--- config.mk ---
export PLATFORM = sky130hd
export DESIGN_NAME = vector_issue_ctrl_flat
export DESIGN_NICKNAME = d
export VERILOG_FILES = /design/src/rtl/vector_issue_ctrl_pkg.sv /design/src/rtl/vector_issue_ctrl_if.sv /design/src/rtl/vector_issue_ctrl.sv /design/src/flat_wrapper.sv
export SDC_FILE = /design/constraint.sdc
export NUM_CORES = 1
export LEC_CHECK = 0
export ABC_CLOCK_PERIOD_IN_PS = 3600
export CAP_MARGIN = 20
export CORE_AREA = 2 2 516 518
export CTS_CLUSTER_SIZE = 30
export DETAILED_ROUTE_END_ITERATION = 7
export DIE_AREA = 0 0 518 520
export SLEW_MARGIN = 20
export SYNTH_ARGS = -nofsm -noshare
export SYNTH_HDL_FRONTEND = slang
export SYNTH_SLANG_ARGS = --single-unit
--- constraint.sdc ---
create_clock -name clk -period 3.6 [get_ports clk]
set_input_delay 0.36 -clock clk [delete_from_list [all_inputs] [get_ports clk]]
set_output_delay 0.36 -clock clk [all_outputs]
set_load 0.01 [all_outputs]
--- src/rtl/vector_issue_ctrl_pkg.sv ---
`default_nettype none
// ---------------------------------------------------------------------------
// vec_pkg : shared sizes and sequencer state encoding for vector_issue_ctrl
// Rev 1.0
// ---------------------------------------------------------------------------
package vec_pkg;

  localparam int VEC_DW    = 256;
  localparam int VEC_AW    = 3;
  localparam int VEC_OPW   = 4;
  localparam int VEC_NREGS = 8;

  typedef enum logic [2:0] {
    ST_IDLE = 3'd0,
    ST_RD   = 3'd1,
    ST_OPND = 3'd2,
    ST_EXEC = 3'd3,
    ST_WB   = 3'd4,
    ST_HWR  = 3'd5,
    ST_HRD  = 3'd6,
    ST_HRDW = 3'd7
  } vic_state_e;

endpackage : vec_pkg
`default_nettype wire

--- src/rtl/vector_issue_ctrl_if.sv ---
`default_nettype none
// ---------------------------------------------------------------------------
// vector_issue_ctrl_if : instruction, execution, host and register-file bundle
// Rev 1.0
// ---------------------------------------------------------------------------
interface vector_issue_ctrl_if #(
  parameter int DW  = vec_pkg::VEC_DW,
  parameter int AW  = vec_pkg::VEC_AW,
  parameter int OPW = vec_pkg::VEC_OPW
) ();

  logic           instr_valid;
  logic           instr_ready;
  logic [OPW-1:0] instr_op;
  logic [AW-1:0]  instr_srca;
  logic [AW-1:0]  instr_srcb;
  logic [AW-1:0]  instr_dst;
  logic           instr_done;

  logic           exec_start;
  logic [OPW-1:0] exec_op;
  logic           exec_done;
  logic [DW-1:0]  exec_result;

  logic           host_req;
  logic           host_we;
  logic [AW-1:0]  host_addr;
  logic [DW-1:0]  host_wdata;
  logic           host_gnt;
  logic           host_rvalid;
  logic [DW-1:0]  host_rdata;

  logic [AW-1:0]  rf_rd_a;
  logic [AW-1:0]  rf_rd_b;
  logic           rf_we;
  logic [AW-1:0]  rf_wr_addr;
  logic [DW-1:0]  rf_wr_data;
  logic [DW-1:0]  rf_va;

  logic           busy;

  modport slave (
    input  instr_valid, instr_op, instr_srca, instr_srcb, instr_dst,
    output instr_ready, instr_done,
    output exec_start, exec_op,
    input  exec_done, exec_result,
    input  host_req, host_we, host_addr, host_wdata,
    output host_gnt, host_rvalid, host_rdata,
    output rf_rd_a, rf_rd_b, rf_we, rf_wr_addr, rf_wr_data,
    input  rf_va,
    output busy
  );

  modport master (
    output instr_valid, instr_op, instr_srca, instr_srcb, instr_dst,
    input  instr_ready, instr_done,
    input  exec_start, exec_op,
    output exec_done, exec_result,
    output host_req, host_we, host_addr, host_wdata,
    input  host_gnt, host_rvalid, host_rdata,
    input  rf_rd_a, rf_rd_b, rf_we, rf_wr_addr, rf_wr_data,
    output rf_va,
    input  busy
  );

endinterface : vector_issue_ctrl_if
`default_nettype wire

--- src/rtl/vector_issue_ctrl.sv ---
`default_nettype none
// ---------------------------------------------------------------------------
// vector_issue_ctrl : serial vector-instruction sequencer sharing RF ports with a host
// Rev 1.0
// ---------------------------------------------------------------------------
module vector_issue_ctrl
  import vec_pkg::*;
#(
  parameter int DW  = VEC_DW,
  parameter int AW  = VEC_AW,
  parameter int OPW = VEC_OPW
) (
  input  wire logic          clk,
  input  wire logic          rst_n,
  vector_issue_ctrl_if.slave bus
);

  vic_state_e     r_state;
  vic_state_e     w_next;
  logic           r_last_host;
  logic [OPW-1:0] r_op;
  logic [AW-1:0]  r_srca;
  logic [AW-1:0]  r_srcb;
  logic [AW-1:0]  r_wr_addr;
  logic [DW-1:0]  r_wr_data;
  logic [DW-1:0]  r_host_rdata;
  logic           r_host_rvalid;
  logic           w_idle;
  logic           w_host_win;
  logic           w_instr_ready;
  logic           w_instr_acc;

  // Gating with rst_n keeps the combinational handshakes low while reset is held.
  assign w_idle        = rst_n && (r_state == ST_IDLE);
  assign w_host_win    = w_idle && bus.host_req && (!bus.instr_valid || !r_last_host);
  assign w_instr_ready = w_idle && !w_host_win;
  assign w_instr_acc   = w_instr_ready && bus.instr_valid;

  always_ff @(posedge clk or negedge rst_n) begin
    if (!rst_n) begin
      r_state       <= ST_IDLE;
      r_last_host   <= 1'b0;
      r_op          <= '0;
      r_srca        <= '0;
      r_srcb        <= '0;
      r_wr_addr     <= '0;
      r_wr_data     <= '0;
      r_host_rdata  <= '0;
      r_host_rvalid <= 1'b0;
    end else begin
      r_state       <= w_next;
      r_host_rvalid <= (r_state == ST_HRDW);
      if (w_host_win) begin
        r_last_host <= 1'b1;
        r_srca      <= bus.host_addr;
        r_wr_addr   <= bus.host_addr;
        r_wr_data   <= bus.host_wdata;
      end else if (w_instr_acc) begin
        r_last_host <= 1'b0;
        r_op        <= bus.instr_op;
        r_srca      <= bus.instr_srca;
        r_srcb      <= bus.instr_srcb;
        r_wr_addr   <= bus.instr_dst;
      end
      if ((r_state == ST_EXEC) && bus.exec_done) begin
        r_wr_data <= bus.exec_result;
      end
      if (r_state == ST_HRDW) begin
        r_host_rdata <= bus.rf_va;
      end
    end
  end

  always_comb begin
    w_next          = r_state;
    bus.instr_ready = w_instr_ready;
    bus.host_gnt    = w_host_win;
    bus.instr_done  = 1'b0;
    bus.exec_start  = 1'b0;
    bus.exec_op     = '0;
    bus.rf_rd_a     = '0;
    bus.rf_rd_b     = '0;
    bus.rf_we       = 1'b0;
    bus.rf_wr_addr  = '0;
    bus.rf_wr_data  = '0;
    case (r_state)
      ST_IDLE: begin
        if (w_host_win) begin
          w_next = bus.host_we ? ST_HWR : ST_HRD;
        end else if (w_instr_acc) begin
          w_next = ST_RD;
        end
      end
      ST_RD: begin
        bus.rf_rd_a = r_srca;
        bus.rf_rd_b = r_srcb;
        w_next      = ST_OPND;
      end
      ST_OPND: begin
        bus.exec_start = 1'b1;
        bus.exec_op    = r_op;
        w_next         = ST_EXEC;
      end
      ST_EXEC: begin
        bus.exec_op = r_op;
        if (bus.exec_done) begin
          w_next = ST_WB;
        end
      end
      ST_WB: begin
        bus.exec_op    = r_op;
        bus.rf_we      = 1'b1;
        bus.rf_wr_addr = r_wr_addr;
        bus.rf_wr_data = r_wr_data;
        bus.instr_done = 1'b1;
        w_next         = ST_IDLE;
      end
      ST_HWR: begin
        bus.rf_we      = 1'b1;
        bus.rf_wr_addr = r_wr_addr;
        bus.rf_wr_data = r_wr_data;
        w_next         = ST_IDLE;
      end
      ST_HRD: begin
        bus.rf_rd_a = r_srca;
        w_next      = ST_HRDW;
      end
      ST_HRDW: begin
        w_next = ST_IDLE;
      end
      default: begin
        w_next = ST_IDLE;
      end
    endcase
  end

  assign bus.host_rvalid = r_host_rvalid;
  assign bus.host_rdata  = r_host_rdata;
  assign bus.busy        = (r_state != ST_IDLE);

endmodule : vector_issue_ctrl
`default_nettype wire

--- src/flat_wrapper.sv ---
// flat-port wrapper written by rule: the top's interface ports become plain ports
module vector_issue_ctrl_flat import vec_pkg::*;
#(
  parameter int DW  = VEC_DW,
  parameter int AW  = VEC_AW,
  parameter int OPW = VEC_OPW
)
  (clk, rst_n, bus_instr_valid, bus_instr_op, bus_instr_srca, bus_instr_srcb, bus_instr_dst, bus_instr_ready, bus_instr_done, bus_exec_start, bus_exec_op, bus_exec_done, bus_exec_result, bus_host_req, bus_host_we, bus_host_addr, bus_host_wdata, bus_host_gnt, bus_host_rvalid, bus_host_rdata, bus_rf_rd_a, bus_rf_rd_b, bus_rf_we, bus_rf_wr_addr, bus_rf_wr_data, bus_rf_va, bus_busy);
  vector_issue_ctrl_if #(.DW(DW), .AW(AW), .OPW(OPW)) bus_i ();
  input  wire logic clk;
  input  wire logic rst_n;
  input wire logic [$bits(bus_i.instr_valid)-1:0] bus_instr_valid;
  input wire logic [$bits(bus_i.instr_op)-1:0] bus_instr_op;
  input wire logic [$bits(bus_i.instr_srca)-1:0] bus_instr_srca;
  input wire logic [$bits(bus_i.instr_srcb)-1:0] bus_instr_srcb;
  input wire logic [$bits(bus_i.instr_dst)-1:0] bus_instr_dst;
  output wire logic [$bits(bus_i.instr_ready)-1:0] bus_instr_ready;
  output wire logic [$bits(bus_i.instr_done)-1:0] bus_instr_done;
  output wire logic [$bits(bus_i.exec_start)-1:0] bus_exec_start;
  output wire logic [$bits(bus_i.exec_op)-1:0] bus_exec_op;
  input wire logic [$bits(bus_i.exec_done)-1:0] bus_exec_done;
  input wire logic [$bits(bus_i.exec_result)-1:0] bus_exec_result;
  input wire logic [$bits(bus_i.host_req)-1:0] bus_host_req;
  input wire logic [$bits(bus_i.host_we)-1:0] bus_host_we;
  input wire logic [$bits(bus_i.host_addr)-1:0] bus_host_addr;
  input wire logic [$bits(bus_i.host_wdata)-1:0] bus_host_wdata;
  output wire logic [$bits(bus_i.host_gnt)-1:0] bus_host_gnt;
  output wire logic [$bits(bus_i.host_rvalid)-1:0] bus_host_rvalid;
  output wire logic [$bits(bus_i.host_rdata)-1:0] bus_host_rdata;
  output wire logic [$bits(bus_i.rf_rd_a)-1:0] bus_rf_rd_a;
  output wire logic [$bits(bus_i.rf_rd_b)-1:0] bus_rf_rd_b;
  output wire logic [$bits(bus_i.rf_we)-1:0] bus_rf_we;
  output wire logic [$bits(bus_i.rf_wr_addr)-1:0] bus_rf_wr_addr;
  output wire logic [$bits(bus_i.rf_wr_data)-1:0] bus_rf_wr_data;
  input wire logic [$bits(bus_i.rf_va)-1:0] bus_rf_va;
  output wire logic [$bits(bus_i.busy)-1:0] bus_busy;
  assign bus_i.instr_valid = bus_instr_valid;
  assign bus_i.instr_op = bus_instr_op;
  assign bus_i.instr_srca = bus_instr_srca;
  assign bus_i.instr_srcb = bus_instr_srcb;
  assign bus_i.instr_dst = bus_instr_dst;
  assign bus_instr_ready = bus_i.instr_ready;
  assign bus_instr_done = bus_i.instr_done;
  assign bus_exec_start = bus_i.exec_start;
  assign bus_exec_op = bus_i.exec_op;
  assign bus_i.exec_done = bus_exec_done;
  assign bus_i.exec_result = bus_exec_result;
  assign bus_i.host_req = bus_host_req;
  assign bus_i.host_we = bus_host_we;
  assign bus_i.host_addr = bus_host_addr;
  assign bus_i.host_wdata = bus_host_wdata;
  assign bus_host_gnt = bus_i.host_gnt;
  assign bus_host_rvalid = bus_i.host_rvalid;
  assign bus_host_rdata = bus_i.host_rdata;
  assign bus_rf_rd_a = bus_i.rf_rd_a;
  assign bus_rf_rd_b = bus_i.rf_rd_b;
  assign bus_rf_we = bus_i.rf_we;
  assign bus_rf_wr_addr = bus_i.rf_wr_addr;
  assign bus_rf_wr_data = bus_i.rf_wr_data;
  assign bus_i.rf_va = bus_rf_va;
  assign bus_busy = bus_i.busy;
  vector_issue_ctrl #(.DW(DW), .AW(AW), .OPW(OPW)) u_core (.clk(clk), .rst_n(rst_n), .bus(bus_i));
endmodule
==> metrics, run 1 <==
outcome finished, final reports clean; Final Max Slew Viols 0; Die Y 520 um; core area 263,900 um2; Final GP Congestion 0.9150; area share of fa/ha/maj cells after synthesis 0%; Crit Path Category reg2out; FP Rows 189; RSZ-0062 raised after global routing no; largest net degree at the start of global routing 136; initial core utilization 9.206%; setup TNS 0 ns; met3 Usage GRT 7.907%; most frequent cells in the layout 1,274 x clkdlybuf4s50_1, 527 x dfrtp_1, 262 x and2_1, 260 x nor2_1, 258 x o21ai_0; maximum VDD drop 0.4137 mV; WL final 216,200 um; Die ar. 269,400 um2; vias per cell 3.549; Switching Share 39.78%; final hold viol count 0; post-synth design cell area 24,300 um2; main combinational cell family by area after synthesis simple AND/OR/NAND/NOR gates; CTS tree built; Clock Tree Buf Depth 3; Crit. End Element primary output; Least-Margin Pin Slew 1.172 ns; H-tree depth 3; final hold slack 0.1149 ns; 1st-iter DRT viols 1,953; vias in the first global route 25.48k; Clk network pwr share 21.7%; multi-input logic area 10,150 um2; clock root buffer clkbuf_16; Pre-antenna DRT Iters 5; synthesized instance count 2,367; clk_skew 0.03903 ns; met2 GRT Util 24.61%; crit-path max FO 16; Avg Inst Size Synth 10.26 um2; wire per inst 29.80 um; worst path required time 3.24 ns; cell count after placement 7,048; DRC 0; initial antenna violation count 240; GR Util met1 17.49%; Place WS 0.3324 ns; leakage 16.25 nW; fill count 29.45k; insertion delay to the later sink of the worst-skew pair 0.71 ns; final worst setup slack 0.2095 ns; Tcrit/Tclk final 94.18%; global-route congestion overflow total 0; power per cell area 789.6 nW/um2; Area Growth Syn to Fin 83.75%; Worst Hold Class in2async; sequential power share 33.5%; f_max 0.2949 GHz; die extent in x 518 um; Worst EP arrival 3.03 ns; Post-Synth Simple-Gate Area 16.67%; post-synthesis register bit count 530; Finish-stage setup viols 0; Finished Layout Cells 7,257; DP Wirelength 180,300 um; xor/xnor share of the synthesized area 0%; Total Routing Usage GR 15.48%; fin crit period 3.391 ns; DRT antenna net count 0; Synth Net Count 3,157; count of buffers from port buffering 1,321; layout cell share with drive strength beyond 1 13.80%; commonest non-fill, non-tap cell in the layout clkdlybuf4s50_1; layer with the highest usage met2; sequential fraction of the synthesis area 54.59%; post-synthesis mux area share 12.34%; yosys warns 0; combinational share of power 44.8%; routed via count 25.76k; Top-Level Pins 1,322; Synth Area in Compound Gates 12.60%; Max Cap Viol 0; nets@finish 4,387; CTS Buf Count 75; FF/Latch Area 13,270 um2; first-pass GRT wire length 272,900 um; CTS sink count 530; clock-pin slew on the worst setup and hold paths 0.06 ns; max_slew headroom 21.85%; Power, Total 35.25 mW; Cell variety after synth 32; switching power 14.02 mW; Pint 21.23 mW; Worst setup SP type register
-- layout make-up --
cell class	count	share of cell area, %
diodes	72	0.4036
clock buffers	103	4.801
clock inverters	29	0.6670
inverters	2	0.01682
multi-input cells	1601	22.74
flip-flops and latches	530	29.72
well taps	3533	9.902
repair buffers	1387	31.75
-- metrics by stage --
stage               utilization (%)  instance area [um2]
detailed placement            15.87                41890
floorplan                         -                24300
global placement              15.87                41890
finish                        16.92                44640
CTS                           16.85                44460
global route                  16.88                44540
-- repair_timing --
action                                  CTS  global route
endpoints found under the setup margin   19            11
gates resized for setup                   5             3
hold buffers                              1             0
gates cloned                              1             0
pin swaps                                 1             0
endpoints found under the hold margin   249             0
buffers inserted                          3             0
-- synth_stat cells --
cell type	number	share of area [%]
nand4b_1	1	0.036
a21bo_2	1	0.041
and2_1	262	6.7
and3_1	4	0.10
nor2_1	262	4.0
or3_1	2	0.051
o21ai_0	258	5.3
clkbuf_1	210	3.2
o41ai_1	1	0.036
nor2b_1	5	0.13
nand2b_1	3	0.077
buf_6	3	0.14
o32ai_1	6	0.22
nor4b_1	1	0.036
nand3_1	256	5.3
a21oi_1	3	0.062
mux2_4	7	0.43
or4b_4	1	0.057
nor3b_1	2	0.062
buf_2	13	0.27
mux2_2	256	12
o22ai_1	1	0.026
nor3_1	1	0.021
mux2i_1	1	0.041
a31oi_1	257	6.6
dfrtp_1	530	55
inv_1	2	0.031
buf_1	8	0.12
o31a_1	1	0.036
nand2_1	2	0.031
a2bb2oi_1	6	0.22
a21boi_1	1	0.031
-- kinds of logic (layout without fill, tap and decap cells) --
logic type,after synthesis,count (layout)
and+or+nand+nor,802,802
other,0,72
muxes,264,264
DFF,530,530
AOI/OAI and AO/OA,535,535
buffers and inverters,236,1521
-- metal layers --
metal	vias to the layer above	part of all wire, %
met1	12560	37
met3	440	13
met5	-	0.35
met4	114	4.9
met2	1716	45
li1	10930	-
-- path summary, 6_finish.rpt --
| check | startpoint | endpoint | slack (ns) | cells past startpoint |
|---|---|---|---|---|
| min in group clk | bus_exec_result[49] | u_core.r_wr_data[49]$_DFFE_PN0P_ | 0.24 | 3 |
| max in group asynchronous | rst_n | u_core.bus.host_rdata[55]$_DFFE_PN0P_ | 1.79 | 4 |
| worst max register to register | u_core.r_state[0]$_DFFE_PN0P_ | u_core.r_wr_data[149]$_DFFE_PN0P_ | 0.92 | 5 |
| worst min register to register | u_core.bus.host_rdata[107]$_DFFE_PN0P_ | u_core.bus.host_rdata[107]$_DFFE_PN0P_ | 0.50 | 1 |
| worst max-delay path | u_core.r_state[0]$_DFFE_PN0P_ | bus_instr_ready | 0.21 | 4 |
| worst min-delay path | rst_n | u_core.r_state[2]$_DFFE_PN0P_ | 0.11 | 2 |
-- power groups by stage --
stage / combinational (mW) / sequential (mW) / clock, mW
2_1_floorplan: 6.16 / 10.9 / 0
3_3_place_gp: 15.9 / 11.8 / 0
3_5_place_dp: 16.1 / 11.9 / 0
4_1_cts: 16.2 / 11.9 / 7.99
5_1_grt: 16.9 / 12.1 / 8.14
6_report: 15.8 / 11.8 / 7.66
-- sequential cells by signal (all words and copies together), names as in the netlist --
register,count
u_core.r_state,3
u_core.r_last_host,1
u_core.r_op,4
u_core.r_wr_data,256
u_core.r_wr_addr,3
u_core.bus.host_rvalid,1
u_core.r_srca,3
u_core.r_srcb,3
u_core.bus.host_rdata,256
-- worst max-delay path, cell delays in order, from the launching register on --
cell and delay, ns:
dfrtp_2 0.53, or4b_4 0.71, nor2_4 0.30, buf_4 0.19
clkdlybuf4s50_1 0.61
(Power assumes the default switching activity.)
==> run 2: changes to the inputs <==
--- a/config.mk
+++ b/config.mk
@@ -7,10 +7,11 @@
 export LEC_CHECK = 0
 export ABC_CLOCK_PERIOD_IN_PS = 3600
 export CAP_MARGIN = 20
-export CORE_AREA = 2 2 516 518
+export CORE_AREA = 2 2 522 524
 export CTS_CLUSTER_SIZE = 30
 export DETAILED_ROUTE_END_ITERATION = 7
-export DIE_AREA = 0 0 518 520
+export DIE_AREA = 0 0 524 526
+export DONT_BUFFER_PORTS = 1
 export SLEW_MARGIN = 20
 export SYNTH_ARGS = -nofsm -noshare
 export SYNTH_HDL_FRONTEND = slang
==> run 2 against run 1 <==
The run now ends with negative hold slack left. First-iteration DRC count is 6.3% lower. Worst hold slack got worse by 0.84 ns. Sequential power is 12% higher. Count of clock-buffer cells in the layout fell by 6. Register-to-register slack worse by 0.58 ns. Worst setup slack better by 0.022 ns. Combinational power shrank 20%. Final cell count is 6.3% lower. Global-route usage fell by 0.90 points. Core utilization shrank 2.3 points. Critical endpoint is now u_core.r_wr_data[162]$_DFFE_PN0P_.
==> metrics, run 2 (synthesized netlist as in run 1, its figures left out) <==
FF/Latch Area 13,260 um2; Clock Tree Buf Depth 4; final hold viol count 303; clock root buffer clkbuf_16; fin crit period 3.368 ns; Pre-antenna DRT Iters 5; WL final 211,600 um; Reg2Reg Launch Point u_core.r_state[0]$_DFFE_PN0P_; DRT antenna net count 0; Place WS 0.7237 ns; Reg2Reg Setup Slack 0.34 ns; Die ar. 275,600 um2; Crit. End Element register; commonest non-fill, non-tap cell in the layout dlygate4sd3_1; final hold slack -0.7216 ns; Max Cap Viol 0; power per cell area 854.1 nW/um2; layout cell share with drive strength beyond 1 14.81%; largest net degree at the start of global routing 534; count of buffers from port buffering 0; Crit Path Category in2reg; H-tree depth 3; crit path launch rst_n; post-layout util 14.61%; CTS sink count 530; nets@finish 3,859; CTS tree built; max_slew headroom 31.58%; CTS Buf Count 76; most frequent cells in the layout 788 x dlygate4sd3_1, 530 x dfrtp_1, 262 x and2_1, 261 x nor2_1, 258 x o21ai_0; global-route congestion overflow total 0; clock-pin slew on the worst setup and hold paths 0.07 ns; Least-Margin Pin Slew 1.024 ns; Final Max Slew Viols 0; first-pass GRT wire length 261,500 um; insertion delay to the later sink of the worst-skew pair 0.78 ns; core area 269,800 um2; multi-input logic area 10,150 um2; Die Y 526 um; Power, Total 33.67 mW; RSZ-0062 raised after global routing no; Worst R2R End u_core.r_wr_data[162]$_DFFE_PN0P_; DRC 0; Worst EP arrival 4.00 ns; Resize count post-CTS 0; maximum VDD drop 0.4212 mV; Tcrit/Tclk final 93.56%; Final GP Congestion 0.9963; Top-Level Pins 1,322; FP Rows 191; wire per inst 31.12 um; capture point of the worst path u_core.r_wr_data[162]$_DFFE_PN0P_; worst path required time 4.23 ns; 1st-iter DRT viols 1,829; setup TNS 0 ns; leakage 14.33 nW; fill count 30.09k; initial core utilization 9.005%; vias in the first global route 24.48k; Finish-stage setup viols 0; Total Routing Usage GR 14.59%; failing checks negative hold slack; worst reg-to-reg path cell count 6; DP Wirelength 173,300 um; final worst setup slack 0.2319 ns; die extent in x 524 um; Area Growth Syn to Fin 62.26%; vias per cell 3.578; Worst setup SP type primary input; outcome complete, but fails checks; crit-path max FO 171; f_max 0.2969 GHz; Worst Hold Class in2async; initial antenna violation count 201; routed via count 24.32k; clk_skew 0.04394 ns
[run 2: worst min path at each step]
stage / startpoint / endpoint / slack (ns) / depth (start not counted)
6_report: rst_n / u_core.bus.host_rdata[72]$_DFFE_PN0P_ / -0.72 / 0
5_1_grt: rst_n / u_core.bus.host_rdata[194]$_DFFE_PN0P_ / -0.79 / 0
4_1_cts: rst_n / u_core.bus.host_rdata[167]$_DFFE_PN0P_ / -0.80 / 0
3_5_place_dp: rst_n / u_core.bus.host_rdata[44]$_DFFE_PN0P_ / 0.07 / 0
3_3_place_gp: rst_n / u_core.bus.host_rdata[187]$_DFFE_PN0P_ / 0.08 / 0
2_1_floorplan: rst_n / u_core.bus.host_rdata[0]$_DFFE_PN0P_ / 0.06 / 0
[run 2: per-stage QoR]
step / cells / area, um2
after global routing: 6758 / 39320
after detailed placement: 5769 / 28630
after floorplan: 2367 / 24300
after global placement: 5769 / 28630
final: 6797 / 39420
after CTS: 6685 / 39030
[run 2: worst max-delay path, stage by stage]
cell           delay [ns]
buf_16               0.36
buf_16               0.44
or4b_4               0.59
buf_12               0.19
buf_12               0.35
o21ai_0              0.29
a31oi_1              0.13
dlygate4sd3_1        0.62
[run 2: power breakdown]
part	internal [mW]	leakage, nW	switching (mW)	total [mW]
combinational	6.29	6.93	6.37	12.7
clock	4.63	1.23	3.21	7.83
sequential	9.02	6.17	4.15	13.2
[run 2: layout make-up]
class / instances / area share, %
clock inverters: 32 / 0.9934
diodes: 107 / 0.6792
flip-flops and latches: 530 / 33.64
well taps: 3570 / 11.33
multi-input cells: 1601 / 25.75
inverters: 2 / 0.01904
clock buffers: 97 / 5.408
repair buffers: 858 / 22.18
[run 2: layer usage]
metal | routed length, um | vias up | global-route usage (%)
met2 | 91450 | 1846 | 22.11
li1 | - | 9931 | -
met3 | 32650 | 485 | 9.231
met5 | 641 | - | 0
met4 | 14580 | 92 | 9.685
met1 | 72230 | 11970 | 14.75
[run 2: repair_timing]
action / in CTS / in global routing
buffers inserted: 0 / 0
hold buffers: 787 / 2
hold endpoints to repair: 1058 / 414
==> run 3: changes to the inputs <==
--- a/config.mk
+++ b/config.mk
@@ -8,7 +8,6 @@
 export ABC_CLOCK_PERIOD_IN_PS = 3600
 export CAP_MARGIN = 20
 export CORE_AREA = 2 2 522 524
-export CTS_CLUSTER_SIZE = 30
 export DETAILED_ROUTE_END_ITERATION = 7
 export DIE_AREA = 0 0 524 526
 export DONT_BUFFER_PORTS = 1
==> results of run 3 <==
No change in the layout: final DEF, timing and power equal those of run 2.
